<file path="src/rtl/regfile_scb_if.sv">
// Register-file bus: two read ports with scoreboard status, one write port,
// an issue-time pending-set port and the init-done flag.
interface regfile_scb_if #(
  parameter int XLEN  = 32,
  parameter int NREGS = 32
);
  localparam int AW = $clog2(NREGS);

  logic [AW-1:0]   rs1;
  logic [AW-1:0]   rs2;
  logic [XLEN-1:0] rs1_read_o;
  logic [XLEN-1:0] rs2_read_o;
  logic [AW-1:0]   rd;
  logic [XLEN-1:0] write_data_in;
  logic            reg_write;
  logic            busy_set;
  logic [AW-1:0]   busy_rd;
  logic            rs1_busy_o;
  logic            rs2_busy_o;
  logic            init_done_o;

  modport master (
    output rs1, rs2, rd, write_data_in, reg_write, busy_set, busy_rd,
    input  rs1_read_o, rs2_read_o, rs1_busy_o, rs2_busy_o, init_done_o
  );

  modport slave (
    input  rs1, rs2, rd, write_data_in, reg_write, busy_set, busy_rd,
    output rs1_read_o, rs2_read_o, rs1_busy_o, rs2_busy_o, init_done_o
  );
endinterface

</file>
<file path="src/rtl/regfile_scb.sv">
// Two-read/one-write register file with a post-reset clear sequencer and a
// per-register pending bit. Define REGFILE_BYPASS_EN for same-cycle write forwarding.
module regfile_scb #(
  parameter int XLEN     = 32,
  parameter int NREGS    = 32,
  parameter int ZERO_REG = 1
) (
  input logic         clk,
  input logic         rst,
  regfile_scb_if.slave bus
);
  localparam int AW = $clog2(NREGS);

  localparam logic [0:0] ST_INIT = 1'b0;
  localparam logic [0:0] ST_RUN  = 1'b1;

  logic [0:0]      state;
  logic [AW-1:0]   clr_idx;
  logic [XLEN-1:0] regs [NREGS];
  logic [NREGS-1:0] pending;
  logic [NREGS-1:0] set_mask;
  logic [NREGS-1:0] clr_mask;
  logic            run;
  logic            wr_en;
  logic            set_en;

  function automatic logic is_zero_reg(input logic [AW-1:0] a);
    return (ZERO_REG != 0) && (a == '0);
  endfunction

  assign run    = (state == ST_RUN);
  assign wr_en  = run && bus.reg_write && !is_zero_reg(bus.rd);
  assign set_en = run && bus.busy_set && !is_zero_reg(bus.busy_rd);

  always_comb begin
    set_mask = '0;
    clr_mask = '0;
    if (set_en)        set_mask[bus.busy_rd] = 1'b1;
    if (run && bus.reg_write) clr_mask[bus.rd] = 1'b1;
  end

  // NOTE: sequential state uses non-blocking assignments only, so every
  // always_ff sees the pre-edge values of its neighbours.
  always_ff @(posedge clk) begin
    if (rst) begin
      state   <= ST_INIT;
      clr_idx <= '0;
      pending <= '0;
    end else begin
      case (state)
        ST_INIT: begin
          clr_idx <= clr_idx + 1'b1;
          if (clr_idx == AW'(NREGS - 1)) state <= ST_RUN;
        end
        ST_RUN: begin
          // Set is ORed in last so a new issue overrides an older writeback.
          pending <= (pending & ~clr_mask) | set_mask;
        end
        default: state <= ST_INIT;
      endcase
    end
  end

  // NOTE: the storage array has no reset; the INIT sequencer clears it one
  // entry per cycle so it maps onto plain RAM/flop arrays without a reset net.
  always_ff @(posedge clk) begin
    if (!rst) begin
      if (state == ST_INIT) regs[clr_idx] <= '0;
      else if (wr_en)       regs[bus.rd]  <= bus.write_data_in;
    end
  end

  assign bus.init_done_o = run;

  function automatic logic [XLEN-1:0] read_data(input logic [AW-1:0] a);
    if (!run || is_zero_reg(a)) return '0;
`ifdef REGFILE_BYPASS_EN
    if (wr_en && (bus.rd == a)) return bus.write_data_in;
`endif
    return regs[a];
  endfunction

  function automatic logic read_busy(input logic [AW-1:0] a);
    if (!run || is_zero_reg(a)) return 1'b0;
`ifdef REGFILE_BYPASS_EN
    if (wr_en && (bus.rd == a)) return set_en && (bus.busy_rd == a);
`endif
    return pending[a];
  endfunction

  // NOTE: every output below is fully assigned on every path, so no latch
  // can be inferred from the combinational read logic.
  always_comb begin
    bus.rs1_read_o = read_data(bus.rs1);
    bus.rs2_read_o = read_data(bus.rs2);
    bus.rs1_busy_o = read_busy(bus.rs1);
    bus.rs2_busy_o = read_busy(bus.rs2);
  end
endmodule

</file>
<file path="src/flat_wrapper.sv">
// flat-port wrapper written by rule: the top's interface ports become plain ports
module regfile_scb_flat 
#(
  parameter int XLEN     = 32,
  parameter int NREGS    = 32,
  parameter int ZERO_REG = 1
)
  (clk, rst, bus_rs1, bus_rs2, bus_rd, bus_write_data_in, bus_reg_write, bus_busy_set, bus_busy_rd, bus_rs1_read_o, bus_rs2_read_o, bus_rs1_busy_o, bus_rs2_busy_o, bus_init_done_o);
  regfile_scb_if #(.XLEN(XLEN), .NREGS(NREGS)) bus_i ();
  input logic clk;
  input logic rst;
  input wire logic [$bits(bus_i.rs1)-1:0] bus_rs1;
  input wire logic [$bits(bus_i.rs2)-1:0] bus_rs2;
  input wire logic [$bits(bus_i.rd)-1:0] bus_rd;
  input wire logic [$bits(bus_i.write_data_in)-1:0] bus_write_data_in;
  input wire logic [$bits(bus_i.reg_write)-1:0] bus_reg_write;
  input wire logic [$bits(bus_i.busy_set)-1:0] bus_busy_set;
  input wire logic [$bits(bus_i.busy_rd)-1:0] bus_busy_rd;
  output wire logic [$bits(bus_i.rs1_read_o)-1:0] bus_rs1_read_o;
  output wire logic [$bits(bus_i.rs2_read_o)-1:0] bus_rs2_read_o;
  output wire logic [$bits(bus_i.rs1_busy_o)-1:0] bus_rs1_busy_o;
  output wire logic [$bits(bus_i.rs2_busy_o)-1:0] bus_rs2_busy_o;
  output wire logic [$bits(bus_i.init_done_o)-1:0] bus_init_done_o;
  assign bus_i.rs1 = bus_rs1;
  assign bus_i.rs2 = bus_rs2;
  assign bus_i.rd = bus_rd;
  assign bus_i.write_data_in = bus_write_data_in;
  assign bus_i.reg_write = bus_reg_write;
  assign bus_i.busy_set = bus_busy_set;
  assign bus_i.busy_rd = bus_busy_rd;
  assign bus_rs1_read_o = bus_i.rs1_read_o;
  assign bus_rs2_read_o = bus_i.rs2_read_o;
  assign bus_rs1_busy_o = bus_i.rs1_busy_o;
  assign bus_rs2_busy_o = bus_i.rs2_busy_o;
  assign bus_init_done_o = bus_i.init_done_o;
  regfile_scb #(.XLEN(XLEN), .NREGS(NREGS), .ZERO_REG(ZERO_REG)) u_core (.clk(clk), .rst(rst), .bus(bus_i));
endmodule
</file>
<file path="config.mk">
export PLATFORM = sky130hd
export DESIGN_NAME = regfile_scb_flat
export DESIGN_NICKNAME = d
export VERILOG_FILES = /design/src/rtl/regfile_scb_if.sv /design/src/rtl/regfile_scb.sv /design/src/flat_wrapper.sv
export SDC_FILE = /design/constraint.sdc
export NUM_CORES = 1
export LEC_CHECK = 0
export CORE_MARGIN = 5
export CORE_UTILIZATION = 50
export DETAILED_ROUTE_END_ITERATION = 10
export GPL_TIMING_DRIVEN = 1
export HOLD_SLACK_MARGIN = 0.1
export MAX_ROUTING_LAYER = met4
export PLACE_DENSITY = 0.72
export SLEW_MARGIN = 25
export SYNTH_ARGS = -nofsm -noshare
export SYNTH_HDL_FRONTEND = slang
export SYNTH_SLANG_ARGS = --single-unit
</file>
<file path="constraint.sdc">
create_clock -name clk -period 4.84 [get_ports clk]
set_clock_uncertainty 0.05 [all_clocks]
set_input_delay 0.968 -clock clk [delete_from_list [all_inputs] [get_ports clk]]
set_output_delay 0.968 -clock clk [all_outputs]
set_load 0.005 [all_outputs]
</file>
# Word level (Yosys, flattened, before mapping)
# Memory sizes are Yosys's and may differ from the RTL's.
# Index checks and enable logic that the tools add are counted.
# word_totals
regBits	38
ram_bits	1024
output_inout_bits	67
word_cells	63
memories	1
# op_classes
add_sub_neg	1
order_cmp	6
n_eq_ne	1
muxes	32
bitwise	3
n_reduce_logical	16
# memory_table
name	words	word_bits	read_ports	rd_clocked_by_memory_dff	wr	line_no	source
u_core.regs	32	32	2	0	1	regfile_scb.sv:19	logic [XLEN-1:0] regs [NREGS];
# op_table
cell	count
2-to-1 mux 32 bit	7
bitwise AND 32 bit	1
NOT 32 bit	1
OR 32 bit	1
OR reduction 32 bit	1
< comparator 5 x 6 -> 1 bit, second input constant	4
zero test 5 bit	4
2-to-1 mux 1 bit	20
binary-select mux 1 bit (select 5 bit)	2
demux 1 bit (select 5 bit)	2
greater-or-equal comparator 5 x 1 -> 1 bit, second input constant	2
logical AND 1 bit	6
adder 5 x 1 -> 5 bit, second input constant	1
== test 5 bit, second input constant	1
2-to-1 mux 5 bit	1
zero test 1 bit	3
logical OR 1 bit	2

# Longest topological paths before layout
# Gate-level depths: netlist of run 1.
# logic_depth
ltp_word	9
ltp_mapped	9

# Worst setup path after synthesis of run 1
# Ideal clock, no wire load.
# synth_timing
kind	input to register
from	input port bus_rd[2]
to	memory u_core.regs[12][0], enable pin
t_arrival_ps	4387
path_slack_ps	-58
path_stages	6
n_path_buf	2
cell_sequence	buf_2 > nor3_2 > a211oi_4 > mux2_2 > buf_2 > nor3_1
# synth_between
elab_chain_len	9
elab_cells_between_ends	10
# synth_rtl
item	line_no	source
start, declared	flat_wrapper.sv:14	input wire logic [$bits(bus_i.rd)-1:0] bus_rd;
zero test 5 bit	regfile_scb.sv:28	return (ZERO_REG != 0) && (a == '0);
zero test 1 bit	regfile_scb.sv:32	assign wr_en = run && bus.reg_write && !is_zero_reg(bus.rd);
logical AND 1 bit	regfile_scb.sv:32	
2-to-1 mux 1 bit	regfile_scb.sv:69	else if (wr_en) regs[bus.rd] <= bus.write_data_in;
2-to-1 mux 1 bit	regfile_scb.sv:68	if (state == ST_INIT) regs[clr_idx] <= '0;
2-to-1 mux 1 bit	regfile_scb.sv:67	if (!rst) begin
2-to-1 mux 1 bit (implied by the code)	regfile_scb.sv:69	
OR reduction 32 bit (no source line)	-	
2-to-1 mux 5 bit (no source line) / 2-to-1 mux 1 bit (equally long branches)	-	
end, declared	regfile_scb.sv:19	
# Several ways; a longest one is shown, not always the timed one.

# Worst setup path in the final report of run 1
# layout_timing
from	input port bus_rs2[4]
to	output port bus_rs2_read_o[13]
# layout_between
elab_chain_len	4
elab_cells_between_ends	5
# layout_rtl
item	line_no	source
start, declared	flat_wrapper.sv:13	input wire logic [$bits(bus_i.rs2)-1:0] bus_rs2;
parallel branches: the longest is 3 deep, another holds memory (32 x 32 bit)	-	
2-to-1 mux 32 bit (*)	regfile_scb.sv:80	return regs[a];
end, declared	flat_wrapper.sv:20	output wire logic [$bits(bus_i.rs2_read_o)-1:0] bus_rs2_read_o;
# Mark *: on every way between the ends.

==> results of run 1 <==
## worst max-delay path: cells and delay by family
kind	cells	cell delay [ps]
compound gates	2	490
buf+inv	3	1400
simple gates	1	760
## routing by layer
metal / share of wire, % / GRT usage (%) / vias to the layer above
li1: - / - / 12300
met1: 37 / 39.9 / 16300
met2: 47 / 45.4 / 2428
met3: 12 / 5.66 / 382
met4: 3.8 / 10.9 / 0
met5: 0 / - / -
## sequential cells by signal, indices dropped and copies added, names as in the netlist
name and count:
u_core.clr_idx 5, u_core.regs 1024, u_core.bus.init_done_o 1, u_core.pending 32
## area by class of cell
type / instances / share of cell area (%)
well taps: 1357 / 2.92
multi-input cells: 1493 / 31.1
diodes: 3 / 0.0129
clock buffers: 123 / 4.74
repair buffers: 327 / 5.82
inverters: 2 / 0.0129
flip-flops and latches: 1062 / 54.1
clock inverters: 67 / 1.29
## stage by stage
stage,utilization [%],cells,hold slack [ps]
floorplan,-,2792,409
global placement,54.4,4237,421
detailed placement,54.4,4238,431
CTS,57.9,4428,439
global route,57.9,4434,470
finish,57.9,4434,446
## cells in the mapped netlist, types with 32 or more instances
master        n
edfxtp_1   1024
mux2i_1     371
mux4_2      362
nand2_1     105
buf_2        90
o221ai_1     90
a21oi_1      83
clkbuf_1     73
mux2_2       58
nand3_1      56
and2_1       38
dfxtp_1      38
a2bb2oi_1    33
buf_4        33
mux4_1       32
## how the worst min path moves through the flow
stage | startpoint | to | slack [ps] | cells past startpoint
floorplan | u_core.pending[28] | u_core.pending[28] | 410 | 2
global placement | u_core.pending[29] | u_core.pending[29] | 420 | 2
detailed placement | u_core.pending[6] | u_core.pending[6] | 430 | 2
CTS | u_core.pending[6] | u_core.pending[6] | 440 | 2
global route | u_core.pending[0] | u_core.pending[0] | 470 | 1
finish | u_core.pending[21] | u_core.pending[21] | 450 | 2
## logic make-up (layout without fill, tap and decap cells)
logic type      count (synthesis)  in the layout  share of synthesized area, %
flops                        1062           1062                          62.1
mux                           823            823                          26.3
compound gates                348            348                          5.57
simple gates                  317            317                          3.21
buf+inv                       237            519                          2.63
xor+xnor                        3              3                        0.0518
fa+ha+maj                       2              2                        0.0493
other cells                     0              3                             0
## power breakdown
group          switching, mW  leakage, nW  internal (mW)
combinational          0.733         7.63          0.575
sequential            0.0329         8.56           9.99
clock                   3.47         1.71           4.91
==> run_results.csv, run 1 <==
group,metric,value,unit
cts,clock_sink_count,1062,
final_layout,ff_latch_area,31500,um^2
sta,report.final.slew_viol_count,0,
routing,drtPass1Iterations,6,
global_routing,grt_pass1_wl,225000,um
cts,clock_insertion_delay_worst_skew,690,ps
routing,routed_via_density,7.08,
final_layout,final_common_cell,"edfxtp_1",
power,p_per_area,339,nW/um^2
place,area_of_placed_instances,54600,um^2
worst_setup_path,start_kind,"input port",
yosys,syn-num-nets,2850,
global_routing,grt_util_all_layers,29.5,%
final_layout,final_nets,3050,
power,p_leak,17.9,nW
place,gp_congestion,0.900,
worst_setup_path,crit_path_most_repeated_cell,"clkdlybuf4s50_1",
sta,slew_headroom,31.1,%
yosys,synthFlopType,"edfxtp_1",
worst_setup_path,cp.arrival,3660,ps
place,detailedPlacementHpwl,93500,um
place,io_buffers,122,
sta,max_freq,214,MHz
final_layout,fillers,7324,
worst_setup_path,worst_r2r_endpoint,"u_core.regs[21][29]",
sta,report.final.setup_viol,0,
worst_setup_path,worst-path-max-fanout,24,
worst_setup_path,worstReg2RegStart,"u_core.bus.init_done_o",
sta,finalWorstSetupSlack,160,ps
sta,post-route-period-util,96.7,%
routing,via_count,31400,
yosys,synthesis.instances,2792,
worst_setup_path,critical_path_class,"in2out",
die,io-pin-count,123,
worst_setup_path,critPathLaunch,"bus_rs2[4]",
worst_setup_path,setup.reg_to_reg.worst_slack,1600,ps
final_layout,mostFrequentLayoutCells,"edfxtp_1, mux2i_1, mux4_2",
cts,cts.root.buffer_cell,"clkbuf_16",
worst_setup_path,crit_slowest_cell,"or4b_2",
outcome,outcome,"finished clean",
yosys,syn_avg_cell_area,18.2,um^2
cts,ctsHtreeMaxLevel,3,
global_routing,grt_antenna_before_repair,5,
cts,ctsLongestPathBuffers,3,
yosys,synth.yosys.seq_area_share,62.1,%
sta,report.final.hold_viol_count,0,
hold_path,min-delay-path-class,"reg2reg",
die,floorplan.core_area,100000,um^2
cts,tritoncts_clock_tree,"yes",
cts,post_cts_resize_count,0,
routing,dr.first_iter.drc_count,4944,
die,die-height,328,um
global_routing,first_global_vias,31700,
cts,postCtsSetupBuffers,0,
yosys,asyncSetResetFlopFracSynth,0,%
routing,final_antenna_net_count,0,
sta,tightest_slew,1030,ps
power,power.ir.vdd_worst,0.263,mV
yosys,postSynthRegisterBits,1062,
sta,timing.final.crit_period,4680,ps
power,totalPowerFinal,19.7,mW
worst_setup_path,crit_path_cell_trace,"clkdlybuf4s50_1 > or4b_2 > buf_12 > o22a_1 > o221ai_1 > clkdlybuf4s50_1",
routing,post_drt_wl_per_cell,35.2,um
worst_setup_path,critical_path.endpoint_type,"output pin",
worst_setup_path,worstPathRequired,3820,ps
sta,unrepaired_setup_endpoints_after_global_routing,"no",
global_routing,grt.overflow.total,0,
die,floorplan.rows,116,
yosys,synth_top_area_share,60.6,%
die,initial_cell_density_of_the_core,50.5,%
routing,drt-total-wl,156000,um
worst_setup_path,cp-endpoint,"bus_rs2_read_o[13]",
routing,drcViolationCount,0,
worst_setup_path,cpPeakStageDelay,760,ps
die,die-width,328,um
yosys,yosys.area.top_type,"edfxtp_1",
final_layout,drive_above_1_share,28.8,%
place,dp_slack,216,ps
yosys,count_of_distinct_cell_types_in_the_synthesized_netlist,56,
cts,ctsHoldBuffers,0,
cts,cts_buffers,106,
final_layout,syn2layout_area_growth,14.8,%
sta,fin_tns_setup,0,ps
worst_setup_path,worst_r2r_path_depth,6,
final_layout,multiInputGateArea,18100,um^2
yosys,yosys_warnings,0,
yosys,synth.top_cells.by_area,"edfxtp_1, mux4_2, mux2i_1",
run,timing.max_cap.violations,0,
yosys,syn_area,50700,um^2
die,die_area,108000,um^2
cts,cts.reportedPaths.clkPinSlew,60,ps
final_layout,design_area,58200,um^2
yosys,synth_enable_flop_cells,1024,
global_routing,grt_start_max_net_pins,63,
Power figures use the tool's default switching activity.
==> run 2: changes to the inputs <==
Settings changed: SKIP_LAST_GASP from default to 1.
==> results of run 2 <==
Same layout as run 1: the final DEF is identical, and so are final timing and power.
